**src/rtl/fifo_ctrl.sv**
```systemverilog
// ---------------------------------------------------------------------------
// fifo_ctrl
//   Pointer and flag controller that runs an external dual-port RAM as a
//   synchronous FIFO. Write data goes straight to the RAM write port and read
//   data comes straight from the RAM read port. This block only produces the
//   enables, addresses, occupancy flags, the read-valid strobe and the sticky
//   error flags.
//
// Ports
//   clk           single clock, all state changes on the rising edge
//   rst_n         synchronous active-low reset
//   push          write request, accepted when the FIFO is not full
//   pop           read request, accepted when the FIFO is not empty
//   clr_err       clears overflow/underflow (a same-cycle new error wins)
//   ram_wr_en     RAM write enable (accepted push)
//   ram_wr_addr   RAM write address (low bits of the write pointer)
//   ram_rd_en     RAM read enable (accepted pop)
//   ram_rd_addr   RAM read address (low bits of the read pointer)
//   rd_valid      RAM read data is valid this cycle
//   full/empty    occupancy is DEPTH / zero
//   almost_full   occupancy >= AF_LEVEL
//   almost_empty  occupancy <= AE_LEVEL
//   count         occupancy, 0..DEPTH
//   overflow      sticky: push attempted while full
//   underflow     sticky: pop attempted while empty
// ---------------------------------------------------------------------------
module fifo_ctrl #(
  parameter int ADDR_WIDTH = 4,
  parameter int AF_LEVEL   = (2**ADDR_WIDTH) - 2,
  parameter int AE_LEVEL   = 2
) (
  input  logic                  clk,
  input  logic                  rst_n,
  input  logic                  push,
  input  logic                  pop,
  input  logic                  clr_err,
  output logic                  ram_wr_en,
  output logic [ADDR_WIDTH-1:0] ram_wr_addr,
  output logic                  ram_rd_en,
  output logic [ADDR_WIDTH-1:0] ram_rd_addr,
  output logic                  rd_valid,
  output logic                  full,
  output logic                  empty,
  output logic                  almost_full,
  output logic                  almost_empty,
  output logic [ADDR_WIDTH:0]   count,
  output logic                  overflow,
  output logic                  underflow
);

  localparam logic [ADDR_WIDTH:0] ONE     = {{ADDR_WIDTH{1'b0}}, 1'b1};
  localparam logic [ADDR_WIDTH:0] AF_THR  = AF_LEVEL[ADDR_WIDTH:0];
  localparam logic [ADDR_WIDTH:0] AE_THR  = AE_LEVEL[ADDR_WIDTH:0];

  // Pointers carry one extra wrap bit so full and empty can be told apart
  // when the address bits are equal.
  logic [ADDR_WIDTH:0] wptr;
  logic [ADDR_WIDTH:0] rptr;
  logic                wr_acc;
  logic                rd_acc;

  // Flags come only from registered state, so push/pop cannot glitch them.
  assign full         = (wptr[ADDR_WIDTH] != rptr[ADDR_WIDTH]) &&
                        (wptr[ADDR_WIDTH-1:0] == rptr[ADDR_WIDTH-1:0]);
  assign empty        = (wptr == rptr);
  assign almost_full  = (count >= AF_THR);
  assign almost_empty = (count <= AE_THR);

  // Accept logic. Gating with rst_n keeps the RAM ports quiet during reset.
  // On full, a push is refused even if a pop happens in the same cycle
  // (likewise a pop on empty): there is no bypass path.
  assign wr_acc = rst_n & push & ~full;
  assign rd_acc = rst_n & pop  & ~empty;

  assign ram_wr_en   = wr_acc;
  assign ram_rd_en   = rd_acc;
  assign ram_wr_addr = wptr[ADDR_WIDTH-1:0];
  assign ram_rd_addr = rptr[ADDR_WIDTH-1:0];

  always_ff @(posedge clk) begin
    if (!rst_n) begin
      wptr      <= '0;
      rptr      <= '0;
      count     <= '0;
      rd_valid  <= 1'b0;
      overflow  <= 1'b0;
      underflow <= 1'b0;
    end else begin
      if (wr_acc) wptr <= wptr + ONE;
      if (rd_acc) rptr <= rptr + ONE;

      case ({wr_acc, rd_acc})
        2'b10:   count <= count + ONE;
        2'b01:   count <= count - ONE;
        default: count <= count;
      endcase

      // The RAM read is registered, so its data shows up one cycle later.
      rd_valid <= rd_acc;

      // A new error in the same cycle as clr_err keeps the flag set.
      if (push && full)    overflow <= 1'b1;
      else if (clr_err)    overflow <= 1'b0;

      if (pop && empty)    underflow <= 1'b1;
      else if (clr_err)    underflow <= 1'b0;
    end
  end

endmodule

```
**config.mk**
```make
export PLATFORM = sky130hd
export DESIGN_NAME = fifo_ctrl
export DESIGN_NICKNAME = d
export VERILOG_FILES = /design/src/rtl/fifo_ctrl.sv
export SDC_FILE = /design/constraint.sdc
export NUM_CORES = 1
export LEC_CHECK = 0
export ABC_CLOCK_PERIOD_IN_PS = 4800
export CELL_PAD_IN_SITES_DETAIL_PLACEMENT = 0
export CELL_PAD_IN_SITES_GLOBAL_PLACEMENT = 1
export CORE_ASPECT_RATIO = 2
export CORE_UTILIZATION = 35
export DETAILED_ROUTE_END_ITERATION = 12
export PLACE_DENSITY_LB_ADDON = 0.08
export SETUP_SLACK_MARGIN = 0.05
export SLEW_MARGIN = 20
export SYNTH_ARGS = -nofsm -noshare
export SYNTH_HDL_FRONTEND = slang
export SYNTH_SLANG_ARGS = --single-unit
```
**constraint.sdc**
```tcl
create_clock -name clk -period 4.8 [get_ports clk]
set_input_delay 0.96 -clock clk [delete_from_list [all_inputs] [get_ports clk]]
set_output_delay 0.96 -clock clk [all_outputs]
set_load 0.02 [all_outputs]
```
==> results_dict.tcl, run 1 <==
set metrics [dict create \
    status "completed" \
    power_switching_uw 358 \
    grt_max_degree 32 \
    fin_crit_ns 3.52 \
    n_fill_cell 366 \
    final_max_slew_viol_count 0 \
    yosysWarnings 0 \
    rsz0062_at_grt "false" \
    netlist_instances 156 \
    critical_path_required_ns 3.84 \
    clkPwrFrac 0.149 \
    hold_path.class "flop to flop" \
    worstSetupPathType "input port to output pin" \
    power_frac_comb 0.557 \
    grt_pass1_wl_mm 5.07 \
    cts.path.max_buffers 2 \
    skew_ns 0.00456 \
    critPathSlowestCell "clkdlybuf4s50_1" \
    rows 30 \
    syn_area_sq_um 1270 \
    cts_hold_buf 0 \
    worstMarginPinSlew_ns 0.851 \
    finalWirelength_mm 3.06 \
    core-area_sq_um 3420 \
    port_buffers 26 \
    crit_chain "clkdlybuf4s50_1, nand2_1, nor2_1, clkdlybuf4s50_1" \
    hold_viol 0 \
    seq_area_frac_synth 0.284 \
    initial_utilization 0.372 \
    post_cts_buffers 0 \
    cts_max_level 1 \
    multi_input_area_sq_um 788 \
    holdPathStages 2 \
    drt_iter0_markers 16 \
    wl_per_cell_microns 14.0 \
    overflow 0 \
    syn_nets 168 \
    grt_antenna_before_repair 0 \
    seqPwrFrac 0.294 \
    ys_seq_elements 18 \
    swShare 0.431 \
    die_x_microns 44.6 \
    setup_viol 0 \
    regArea_sq_um 360 \
    numCtsBuffers 3 \
    dp_hpwl_mm 2.33 \
    slowest_delay_ns 0.75 \
    yosysUniqueCellTypes 37 \
    fin_cells 218 \
    fmax_ghz 0.284 \
    drc 0 \
    cts_tree "done" \
    path_common_cell "clkdlybuf4s50_1" \
    vias_per_cell 5.30 \
    ir_drop_v 0.000260 \
    p_leak_uw 0.000542 \
    crit_arrival_ns 2.56 \
    reg2regPathDepth 10 \
    antenna_left 0 \
    vias 1155 \
    clock-sinks 18 \
    slew_headroom 0.431 \
    grtUsageTotal 0.176 \
    die_area_sq_um 3890 \
    final.period_utilization 0.734 \
    dp_cells 214 \
    drive_gt1_frac 0.0824 \
    nets 183 \
    diodes 0 \
    mostFrequentLayoutCells "clkdlybuf4s50_1 (26), nand2_1 (21), dfxtp_1 (18)" \
    place_congestion 0.757 \
    cp-start-kind "input port" \
    drt_first_pass_iters 4 \
    die_y_microns 87.2 \
    fin_setup_tns_ns 0 \
    cts_resized 0 \
    io_pins 27 \
    worst-path-max-fanout 12 \
    max_cap_viol_count 0 \
    postSynthAreaPerCell_sq_um 8.14 \
    clk_pin_slew_ns 0.07 \
    critPathCaptureType "output pin" \
    root_buffer "clkbuf_8" \
    p_per_area_nw_per_um2 533 \
    insertion_delay_ns 0.25 \
    syn2layout_area_growth_pct 22.4 \
    p_int_uw 471 \
    final_common_cell "clkdlybuf4s50_1" \
    grt_pass1_vias 1092 \
]
==> sequential cells by signal, summed over array words and instances, names as in the netlist <==
register and count:
underflow 1, wptr 5, overflow 1, count 5, rptr 5, rd_valid 1
==> critical path: cells and delay by family <==
| kind | cells | cell delay [ns] |
|---|---|---|
| buf+inv | 2 | 1.36 |
| simple gates | 2 | 0.24 |
==> per-stage QoR <==
stage | util | setup WS [ns] | power [uW] | hold WS [ns] | area, sq um
finish | 0.455 | 1.28 | 829 | 0.486 | 1550
global route | 0.455 | 1.18 | 892 | 0.503 | 1550
CTS | 0.455 | 1.28 | 842 | 0.488 | 1550
detailed placement | 0.439 | 1.20 | 715 | 0.478 | 1500
global placement | 0.439 | 1.23 | 709 | 0.468 | 1500
floorplan | - | 1.35 | 567 | 0.494 | 1270
==> synthesized netlist by cell type <==
library cell | instances | area share
a21o_1 | 1 | 0.0059
clkbuf_1 | 5 | 0.015
a21oi_1 | 2 | 0.0079
o211ai_1 | 1 | 0.0059
xor2_1 | 2 | 0.014
buf_2 | 4 | 0.016
nand4_4 | 1 | 0.017
nand2_1 | 21 | 0.062
o221ai_1 | 3 | 0.021
mux2i_1 | 2 | 0.016
xnor2_2 | 2 | 0.026
nand4_1 | 6 | 0.030
nand3b_1 | 5 | 0.030
o32ai_1 | 1 | 0.0069
buf_4 | 8 | 0.047
a31o_2 | 1 | 0.0069
or3_1 | 4 | 0.020
a2111oi_0 | 1 | 0.0069
xnor2_1 | 4 | 0.028
a31oi_1 | 2 | 0.0099
mux2_2 | 4 | 0.035
nor3_1 | 2 | 0.0079
o21ai_0 | 2 | 0.0079
nand2b_1 | 3 | 0.015
o311ai_1 | 2 | 0.014
ha_1 | 6 | 0.059
or4b_2 | 1 | 0.0079
and2_1 | 4 | 0.020
o2111ai_1 | 2 | 0.014
nand4b_1 | 2 | 0.014
dfxtp_1 | 18 | 0.28
nor2_1 | 14 | 0.041
fa_1 | 1 | 0.016
nand3_1 | 10 | 0.039
a41oi_1 | 2 | 0.014
inv_1 | 6 | 0.018
o22ai_1 | 1 | 0.0049
==> routing by layer <==
layer,track usage,share of wire
met5,0,0
met4,0.0606,0.011
met3,0.0207,0.024
met2,0.332,0.57
met1,0.192,0.39
==> logic make-up (layout without fill, tap and decap cells) <==
family / after synthesis / count (layout) / share of synthesized area
simple gates: 73 / 73 / 0.302
buf+inv: 23 / 37 / 0.0956
compound gates: 21 / 21 / 0.125
flops: 18 / 18 / 0.284
xor+xnor: 8 / 8 / 0.0670
fa+ha+maj: 7 / 7 / 0.0749
mux: 6 / 6 / 0.0512
==> final timing paths <==
| kind | startpoint | endpoint | slack, ns |
|---|---|---|---|
| min | underflow$_SDFFE_PN0P_ | underflow$_SDFFE_PN0P_ | 0.49 |
| max reg2reg | rptr[4]$_SDFFE_PN0P_ | count[4]$_SDFFE_PN0P_ | 1.65 |
| min reg2reg | underflow$_SDFFE_PN0P_ | underflow$_SDFFE_PN0P_ | 0.49 |
| max | push | ram_wr_en | 1.28 |
==> layout make-up <==
cell class                      count  share of cell area
Inverter                            6              0.0145
Sequential cell                    18               0.232
Multi-Input combinational cell    115               0.507
Clock buffer                        4              0.0354
Timing Repair Buffer               27               0.172
Tap cell                           48              0.0386
==> power groups by stage <==
stage	combinational (uW)	sequential (uW)	clock, uW
global placement	462	247	0
CTS	468	245	128
finish	461	244	124
floorplan	314	253	0
global route	505	251	135
detailed placement	466	248	0
No activity file was read; power rests on OpenSTA's default activity.
==> inputs of run 2 (changes only) <==
ABC_CLOCK_PERIOD_IN_PS = 3200   (was 4800)
CORE_UTILIZATION = 33   (was 35)
clock period = 3.2 ns   (was 4.8 ns; I/O delays follow)
==> results_dict.tcl, run 2 (same netlist as run 1, synthesis figures left out) <==
set metrics [dict create \
    grt_antenna_before_repair 0 \
    clk_pin_slew_ns 0.07 \
    antenna_left 0 \
    cts_max_level 1 \
    grt_pass1_vias 1127 \
    path_common_cell "mux2i_1" \
    grt_pass1_wl_mm 5.35 \
    wl_per_cell_microns 14.7 \
    final_common_cell "clkdlybuf4s50_1" \
    vias 1162 \
    crit_start "rst_n" \
    rows 31 \
    numCtsBuffers 3 \
    finalWirelength_mm 3.31 \
    pre_cts_ws_ns 0.203 \
    place_congestion 0.747 \
    syn2layout_area_growth_pct 26.0 \
    die_y_microns 89.7 \
    reg_top3 "count: 5 flops, rptr: 5 flops, wptr: 5 flops" \
    slowest_delay_ns 0.52 \
    r2r-start "wptr[2]$_SDFFE_PN0P_" \
    swShare 0.431 \
    die_x_microns 45.9 \
    port_buffers 26 \
    p_per_area_nw_per_um2 806 \
    core-area_sq_um 3650 \
    diodes 0 \
    fmax_ghz 0.370 \
    grt_max_degree 34 \
    skew_ns 0.00255 \
    dp_hpwl_mm 2.57 \
    setup_viol 0 \
    cts.path.max_buffers 2 \
    grtUsageTotal 0.176 \
    power_frac_comb 0.577 \
    worst-path-max-fanout 5 \
    nets 189 \
    worstSetupPathType "input port to flop" \
    reg2regPathDepth 11 \
    drc 0 \
    drt_first_pass_iters 4 \
    post_cts_buffers 0 \
    final_max_slew_viol_count 0 \
    holdPathStages 2 \
    final.period_utilization 0.844 \
    seqPwrFrac 0.277 \
    setup_ws_ns 0.499 \
    final_core_util 0.439 \
    ir_drop_v 0.000541 \
    crit_chain "clkdlybuf4s50_1, nand2_1, nor2_1, ha_1, inv_1, fa_1, nand2b_1, a21oi_1, mux2i_1, mux2i_1" \
    drt_iter0_markers 24 \
    cts_hold_buf 0 \
    hold_viol 0 \
    worstMarginPinSlew_ns 0.682 \
    cts_resized 0 \
    io_pins 27 \
    status "completed" \
    p_leak_uw 0.000572 \
    hold_start "overflow$_SDFFE_PN0P_" \
    slew_headroom 0.542 \
    rsz0062_at_grt "false" \
    vias_per_cell 5.16 \
    overflow 0 \
    critPathCaptureType "flop" \
    mostFrequentLayoutCells "clkdlybuf4s50_1 (26), nand2_1 (21), dfxtp_1 (18)" \
    power_switching_uw 556 \
    initial_utilization 0.348 \
    clock-sinks 18 \
    cts_tree "done" \
    crit_arrival_ns 2.89 \
    critPathSlowestCell "clkdlybuf4s50_1" \
    drive_gt1_frac 0.114 \
    die_area_sq_um 4120 \
    p_int_uw 734 \
    max_cap_viol_count 0 \
    root_buffer "clkbuf_8" \
    clkPwrFrac 0.145 \
    fin_crit_ns 2.70 \
    cp-start-kind "input port" \
    fin_setup_tns_ns 0 \
    critical_path_required_ns 3.39 \
    insertion_delay_ns 0.25 \
    finalPower_uw 1290 \
    hold_path.class "flop to flop" \
]
==> run 2: changes by cell type in the layout (fill, tap and decap cells not counted) <==
cell | previous run | this run
buf_4 | 1 | 7
==> run 2: worst paths after layout <==
kind,to,slack [ns]
max,count[4]$_SDFFE_PN0P_,0.50
min,overflow$_SDFFE_PN0P_,0.48
max reg2reg,count[4]$_SDFFE_PN0P_,0.50
min reg2reg,overflow$_SDFFE_PN0P_,0.48
==> run 2: metrics by stage <==
| stage | cells | hold WS (ns) | cell area [sq um] |
|---|---|---|---|
| after floorplan | 156 | 0.494 | 1270 |
| after global placement | 221 | 0.460 | 1550 |
| after detailed placement | 221 | 0.465 | 1550 |
| after CTS | 225 | 0.478 | 1600 |
| after global routing | 225 | 0.511 | 1600 |
| final | 225 | 0.478 | 1600 |
==> run 2: power groups by stage <==
stage / clock (uW) / sequential (uW) / combinational, uW
2_1_floorplan: 0 / 379 / 471
4_1_cts: 194 / 359 / 756
3_3_place_gp: 0 / 365 / 748
3_5_place_dp: 0 / 365 / 752
5_1_grt: 206 / 366 / 814
6_report: 187 / 358 / 744
==> run 2: cell type report <==
cell class              instances  area, sq um
fillers                       391         2050
multi-input cells             115          788
flip-flops and latches         18          360
repair buffers                 33          313
well taps                      49         61.3
clock buffers                   4         55.1
inverters                       6         22.5
==> run 2: layer usage <==
| metal | GRT usage | vias up | wire (microns) |
|---|---|---|---|
| met5 | 0 | - | 0 |
| met4 | 0.0588 | 0 | 44 |
| met3 | 0.0181 | 4 | 71 |
| met2 | 0.325 | 19 | 1930 |
| met1 | 0.189 | 549 | 1260 |
| li1 | - | 590 | - |
==> run 2: critical path, delay by kind of cell <==
kind | cells | cell delay, ns
AOI/OAI and AO/OA | 1 | 0.15
muxes | 2 | 0.43
buffers and inverters | 2 | 0.62
adders and majority gates | 2 | 0.65
and+or+nand+nor | 3 | 0.39
